## src/rtl/aes_encrypt_sequencer_if.sv

```systemverilog
// rtl/aes_encrypt_sequencer_if.sv - plaintext/key input, core-side and ciphertext output bundle
interface aes_encrypt_sequencer_if;
    logic         in_valid;
    logic         in_ready;
    logic [0:127] in_plaintext;
    logic [0:127] in_key;
    logic         core_enable;
    logic [0:127] core_plaintext;
    logic [0:127] core_key;
    logic [0:127] core_ciphertext;
    logic         out_valid;
    logic         out_ready;
    logic [0:127] out_ciphertext;

    modport slave (
        input  in_valid,
        input  in_plaintext,
        input  in_key,
        input  core_ciphertext,
        input  out_ready,
        output in_ready,
        output core_enable,
        output core_plaintext,
        output core_key,
        output out_valid,
        output out_ciphertext
    );

    modport master (
        output in_valid,
        output in_plaintext,
        output in_key,
        output core_ciphertext,
        output out_ready,
        input  in_ready,
        input  core_enable,
        input  core_plaintext,
        input  core_key,
        input  out_valid,
        input  out_ciphertext
    );
endinterface

```

## src/rtl/aes_encrypt_sequencer.sv

```systemverilog
// rtl/aes_encrypt_sequencer.sv - load/run/capture sequencer in front of an iterative AES-128 core
module aes_encrypt_sequencer #(
    parameter int LOAD_CYCLES  = 2,
    parameter int CORE_LATENCY = 12,
    parameter int CNT_W        = 16
) (
    input  logic                    clk,
    input  logic                    reset,
    aes_encrypt_sequencer_if.slave  bus,
    output logic                    busy,
    output logic [CNT_W-1:0]        blocks_done
);
    typedef enum logic [3:0] {
        IDLE = 4'b0001,
        LOAD = 4'b0010,
        RUN  = 4'b0100,
        DONE = 4'b1000
    } state_t;

    localparam logic [7:0] LOAD_LAST = 8'(LOAD_CYCLES - 1);
    localparam logic [7:0] RUN_LAST  = 8'(CORE_LATENCY - 1);

    state_t       state;
    state_t       state_next;
    logic [7:0]   ctr;
    logic [7:0]   ctr_next;
    logic         capture_in;
    logic         capture_ct;
    logic         count_block;

    // One-hot state keeps every status output a single flop bit.
    assign bus.in_ready    = state[0];
    assign busy            = ~state[0];
    assign bus.core_enable = ~state[2];
    assign bus.out_valid   = state[3];

    always_ff @(posedge clk or posedge reset) begin
        if (reset) begin
            state              <= IDLE;
            ctr                <= 8'd0;
            bus.core_plaintext <= '0;
            bus.core_key       <= '0;
            bus.out_ciphertext <= '0;
            blocks_done        <= '0;
        end else begin
            state <= state_next;
            ctr   <= ctr_next;
            if (capture_in) begin
                bus.core_plaintext <= bus.in_plaintext;
                bus.core_key       <= bus.in_key;
            end
            if (capture_ct) begin
                bus.out_ciphertext <= bus.core_ciphertext;
            end
            if (count_block) begin
                blocks_done <= blocks_done + 1'b1;
            end
        end
    end

    always_comb begin
        state_next  = state;
        ctr_next    = ctr;
        capture_in  = 1'b0;
        capture_ct  = 1'b0;
        count_block = 1'b0;
        case (state)
            IDLE: begin
                if (bus.in_valid) begin
                    capture_in = 1'b1;
                    ctr_next   = 8'd0;
                    state_next = LOAD;
                end
            end
            LOAD: begin
                if (ctr == LOAD_LAST) begin
                    ctr_next   = 8'd0;
                    state_next = RUN;
                end else begin
                    ctr_next = ctr + 8'd1;
                end
            end
            RUN: begin
                if (ctr == RUN_LAST) begin
                    ctr_next   = 8'd0;
                    capture_ct = 1'b1;
                    state_next = DONE;
                end else begin
                    ctr_next = ctr + 8'd1;
                end
            end
            DONE: begin
                // Core stays parked with enable high until the consumer takes the result.
                if (bus.out_ready) begin
                    count_block = 1'b1;
                    state_next  = IDLE;
                end
            end
            default: begin
                ctr_next   = 8'd0;
                state_next = IDLE;
            end
        endcase
    end
endmodule

```

## src/flat_wrapper.sv

```systemverilog
// flat-port wrapper written by rule: the top's interface ports become plain ports
module aes_encrypt_sequencer_flat 
#(
    parameter int LOAD_CYCLES  = 2,
    parameter int CORE_LATENCY = 12,
    parameter int CNT_W        = 16
)
  (clk, reset, busy, blocks_done, bus_in_valid, bus_in_plaintext, bus_in_key, bus_core_ciphertext, bus_out_ready, bus_in_ready, bus_core_enable, bus_core_plaintext, bus_core_key, bus_out_valid, bus_out_ciphertext);
  aes_encrypt_sequencer_if bus_i ();
  input  logic clk;
  input  logic reset;
  output logic busy;
  output logic [CNT_W-1:0] blocks_done;
  input wire logic [$bits(bus_i.in_valid)-1:0] bus_in_valid;
  input wire logic [$bits(bus_i.in_plaintext)-1:0] bus_in_plaintext;
  input wire logic [$bits(bus_i.in_key)-1:0] bus_in_key;
  input wire logic [$bits(bus_i.core_ciphertext)-1:0] bus_core_ciphertext;
  input wire logic [$bits(bus_i.out_ready)-1:0] bus_out_ready;
  output wire logic [$bits(bus_i.in_ready)-1:0] bus_in_ready;
  output wire logic [$bits(bus_i.core_enable)-1:0] bus_core_enable;
  output wire logic [$bits(bus_i.core_plaintext)-1:0] bus_core_plaintext;
  output wire logic [$bits(bus_i.core_key)-1:0] bus_core_key;
  output wire logic [$bits(bus_i.out_valid)-1:0] bus_out_valid;
  output wire logic [$bits(bus_i.out_ciphertext)-1:0] bus_out_ciphertext;
  assign bus_i.in_valid = bus_in_valid;
  assign bus_i.in_plaintext = bus_in_plaintext;
  assign bus_i.in_key = bus_in_key;
  assign bus_i.core_ciphertext = bus_core_ciphertext;
  assign bus_i.out_ready = bus_out_ready;
  assign bus_in_ready = bus_i.in_ready;
  assign bus_core_enable = bus_i.core_enable;
  assign bus_core_plaintext = bus_i.core_plaintext;
  assign bus_core_key = bus_i.core_key;
  assign bus_out_valid = bus_i.out_valid;
  assign bus_out_ciphertext = bus_i.out_ciphertext;
  aes_encrypt_sequencer #(.LOAD_CYCLES(LOAD_CYCLES), .CORE_LATENCY(CORE_LATENCY), .CNT_W(CNT_W)) u_core (.clk(clk), .reset(reset), .bus(bus_i), .busy(busy), .blocks_done(blocks_done));
endmodule
```

## config.mk

```make
export PLATFORM = sky130hd
export DESIGN_NAME = aes_encrypt_sequencer_flat
export DESIGN_NICKNAME = d
export VERILOG_FILES = /design/src/rtl/aes_encrypt_sequencer_if.sv /design/src/rtl/aes_encrypt_sequencer.sv /design/src/flat_wrapper.sv
export SDC_FILE = /design/constraint.sdc
export NUM_CORES = 1
export LEC_CHECK = 0
export ABC_AREA = 1
export CAP_MARGIN = 20
export CORE_AREA = 4 4 303 305
export DETAILED_ROUTE_END_ITERATION = 16
export DIE_AREA = 0 0 307 309
export SLEW_MARGIN = 20
export SYNTH_ARGS = -nofsm -noshare
export SYNTH_HDL_FRONTEND = slang
export SYNTH_SLANG_ARGS = --single-unit
```

## constraint.sdc

```tcl
create_clock -name clk -period 16.5 [get_ports clk]
set_clock_uncertainty 0.05 [all_clocks]
set_input_delay 3.3 -clock clk [delete_from_list [all_inputs] [get_ports clk]]
set_output_delay 3.3 -clock clk [all_outputs]
set_load 0.03 [all_outputs]
```

---- Word level (Yosys, flattened, before mapping) ----
Cells that the tools add are included.
cells by class
  reduce and logical (&&, ||, !) cells .... 2
  bitwise logic cells ..................... 3
  multiplexer cells ....................... 15
  eq/ne operators ......................... 10
  add/subtract/negate cells ............... 2
operators by type and width
  kind                     number
  $pmux W8 S4              1
  $mux W8                  3
  $add A16 B1 Y16 const B  1
  $mux W4                  4
  $pmux W4 S4              1
  $add A8 B1 Y8 const B    1
  $eq A8 B1 Y1 const B     1
  $eq A8 B4 Y1 const B     1
  $mux W1                  6
  $eq A4 B1 Y1 const B     1
  $eq A4 B2 Y1 const B     1
  $eq A4 B3 Y1 const B     1
  $eq A4 B4 Y1 const B     1
  $ne A2 B1 Y1 const B     2
  $ne A2 B2 Y1 const B     2
  $reduce_and A4 Y1        1
  $not A1 Y1               3
  $reduce_and A2 Y1        1
word-level totals
  input bits .............................. 388
  word-level logic and storage cells ...... 38
  bits in registers ....................... 412

---- Logic depth before layout (Yosys ltp) ----
  depth in word-level cells ............... 3
  gate-level depth with buffers ........... 9
  gate-level depth less buffers ........... 8

---- Worst setup path before layout ----
OpenSTA, ideal clock, no wires.
  kind .................................... input port to flip-flop
  from .................................... input port bus_in_valid
  to ...................................... register u_core.bus.core_key[0]
  library setup time ...................... 66 ps
  data arrival time ....................... 4152 ps
  required time ........................... 16384 ps
  stages on the path ...................... 5
  path buffers ............................ 3
  path slack .............................. 12232 ps
  cell sequence ........................... buf_2 -> clkbuf_1 -> clkbuf_1 -> nand3_1 -> nand2_1
on the way
  longest elaborated chain between the ends .. 2
RTL lines
  element               line                            text
  start, declared       flat_wrapper.sv:14              input wire logic [$bits(bus_i.in_valid)-1:0] bus_in_valid;
  $mux W1               aes_encrypt_sequencer.sv:69     if (bus.in_valid) begin
  $mux W1               aes_encrypt_sequencer.sv:67     case (state)
  end signal, assigned  aes_encrypt_sequencer.sv:50     bus.core_key <= bus.in_key;
  end, declared         aes_encrypt_sequencer_if.sv:24  output core_key,
No other way between the ends.
A chain may end at the register's enable or synchronous reset.

==> results.yml <==
layout:
  layout_commonest_cell: "nand2_1"
  multiInputGateArea_um2: 5660
  nets: 3017
  seqCellArea_um2: 10300
  syn_to_final_growth_pct: 63.1
  final_cell_mix: "849 x nand2_1, 790 x clkdlybuf4s50_1, 411 x dfrtp_1"
  fill_cells: 9313
  drive_above_1_share_pct: 4.24
  final_cell_count_no_fill: 3843
yosys:
  netlist_instances: 1896
  synth.yosys.seq_area_share_pct: 61.5
  synth_area_um2: 16800
  synth_warnings: 0
  synth_seq_cells: 412
  synth_nets: 2287
  netlist-cell-type-count: 26
  avgSynthCellArea_um2: 8.85
sta:
  max-slew-margin-rel_pct: 33.2
  max_freq_ghz: 0.183
  fin_ws_ns: 11.03
  hold_ws_ns: 0.416
  rsz0062_at_grt: "false"
  fin_crit_ns: 5.47
  final_hold_viol_count: 0
  finalCritPeriodShare_pct: 33.2
  timing.setup.tns_ns: 0
  tightest_slew_ns: 1.00
  finalSetupViolCount: 0
  finalMaxSlewViolations: 0
grt:
  grt_overflow: 0
  antenna_found_initial: 4
  grt_max_degree: 107
  grt_first_pass_wirelength_mm: 98.9
  grt_pass1_vias: 15700
  groute.usage.overall_pct: 13.4
worst_setup_path:
  reg2reg_slack_ns: 13.39
  crit_arrival_ns: 6.02
  required_ns: 17.04
  rr_startpoint: "u_core.ctr[0]$_DFFE_PP0P_"
  path_class: "input port to asynchronous set/reset pin"
  timing.rr.end: "u_core.bus.out_ciphertext[106]$_DFFE_PP0P_"
  crit_path_start_kind: "input port"
  path_max_fanout: 88
  r2r_cells: 7
  cp-end-kind: "asynchronous set/reset pin"
clock_tree:
  numCtsBuffers: 50
  cts_tree: "yes"
  ctsHoldBuffers: 0
  clock_latency_ns: 0.59
  cts_resized: 0
  cts_setup_buffers: 0
  clk_pin_slew_ns: 0.06
  h-tree-depth: 2
  root_buffer: "clkbuf_16"
  cts_num_sinks: 412
  clockBufferDepth: 3
placed_design:
  portBuffers: 791
  gp_congestion: 0.880
  dp_slack_ns: 10.25
  dp.cells: 3750
  post-dp-hpwl_mm: 47.9
routing:
  drtPass1Iterations: 5
  drtIter0Drc: 1025
  drc_errors: 0
  postRouteAntennaNets: 0
  wl_per_cell_um: 17.5
  drt-vias-per-instance: 4.07
  num_vias: 15600
  wirelength_mm: 67.3
hold_path:
  hold_start: "u_core.bus.core_key[51]$_DFFE_PP0P_"
  hold_end: "u_core.bus.core_key[51]$_DFFE_PP0P_"
  hp-class: "flop to flop"
  whs_path_depth: 2
die:
  start_util_pct: 18.8
  coreArea_um2: 89300
  rows: 110
  fp.dieArea_um2: 94900
  fp.dieH_um: 309
  io_pins: 792
  die_x_um: 307
outcome:
  status: "finished clean"
power:
  power.static_leakage_nw: 12.5
  powerDensity_nw_per_um2: 169
  ir_drop_v: 0.000115
job:
  drv_cap: 0
==> sequential cells by signal, summed over array words and instances (netlist names) <==
register                   cells
u_core.blocks_done            16
u_core.bus.core_key          128
u_core.bus.core_plaintext    128
u_core.bus.out_ciphertext    128
u_core.ctr                     8
u_core.state                   4
==> power breakdown <==
part	leakage [nW]	internal (mW)	switching, mW	total (mW)
combinational	6.97	0.742	1.25	1.99
sequential	4.67	1.31	0.171	1.48
clock	0.846	0.694	0.463	1.16
total	12.5	2.75	1.88	4.63
==> synth_stat cells (all sizes together) <==
cell type	n	area (um2)
a21o	1	7.51
buf	95	579
clkbuf	34	128
dfrtp	411	10300
dfstp	1	26.3
ha	3	37.5
inv	32	120
nand2	852	3200
nand3	402	2020
nand3b	3	22.5
nand4	10	68.8
nor2	33	146
o211ai	1	7.51
o21a	1	7.51
o21ai	7	35.0
xnor2	3	26.3
xor2	7	61.3
==> critical path, stage by stage <==
cell             delay [ns]
clkdlybuf4s50_1        0.49
inv_8                  0.47
buf_4                  0.75
buf_4                  0.80
==> final cells by class <==
type	instances	share of cell area, %
inverter	32	0.476
tap	1176	5.38
sequential	412	37.7
multi-input combinational	1323	20.7
antenna	3	0.0274
clock inverter	20	1.04
timing repair buffer	807	29.4
clock buffer	70	5.29
==> metal layers <==
metal / track usage, % / share of wire [%]
met1: 16.1 / 40
met2: 22.7 / 49
met5: 0 / 0
met3: 4.37 / 8.4
met4: 4.53 / 3.3
==> worst max-delay path by stage <==
stage / startpoint / endpoint / slack [ns] / depth (start not counted)
after floorplan: reset / u_core.blocks_done[0]$_DFFE_PP0P_ / 1.69 / 1
after global placement: reset / u_core.bus.core_key[84]$_DFFE_PP0P_ / 10.25 / 4
after detailed placement: reset / u_core.bus.core_key[79]$_DFFE_PP0P_ / 10.25 / 4
after CTS: reset / u_core.bus.core_key[60]$_DFFE_PP0P_ / 10.92 / 4
after global routing: reset / u_core.bus.core_key[95]$_DFFE_PP0P_ / 10.62 / 4
final: reset / u_core.bus.core_key[108]$_DFFE_PP0P_ / 11.03 / 4
==> metrics by stage <==
stage               power (mW)  area, um2  utilization, %
floorplan                 2.60      16800               -
detailed placement        3.51      25600            28.7
finish                    4.63      27400            30.6
global route              4.89      27400            30.6
CTS                       4.71      27400            30.6
global placement          3.50      25600            28.7
==> cells by family after synthesis <==
logic type | after synthesis | share of synthesized area (%)
AOI/OAI and AO/OA | 10 | 0.343
xor gates and xnor gates | 10 | 0.522
adders and majority gates | 3 | 0.224
buffers and inverters | 161 | 4.93
DFF | 412 | 61.5
and+or+nand+nor | 1300 | 32.5
(Power assumes the default switching activity.)
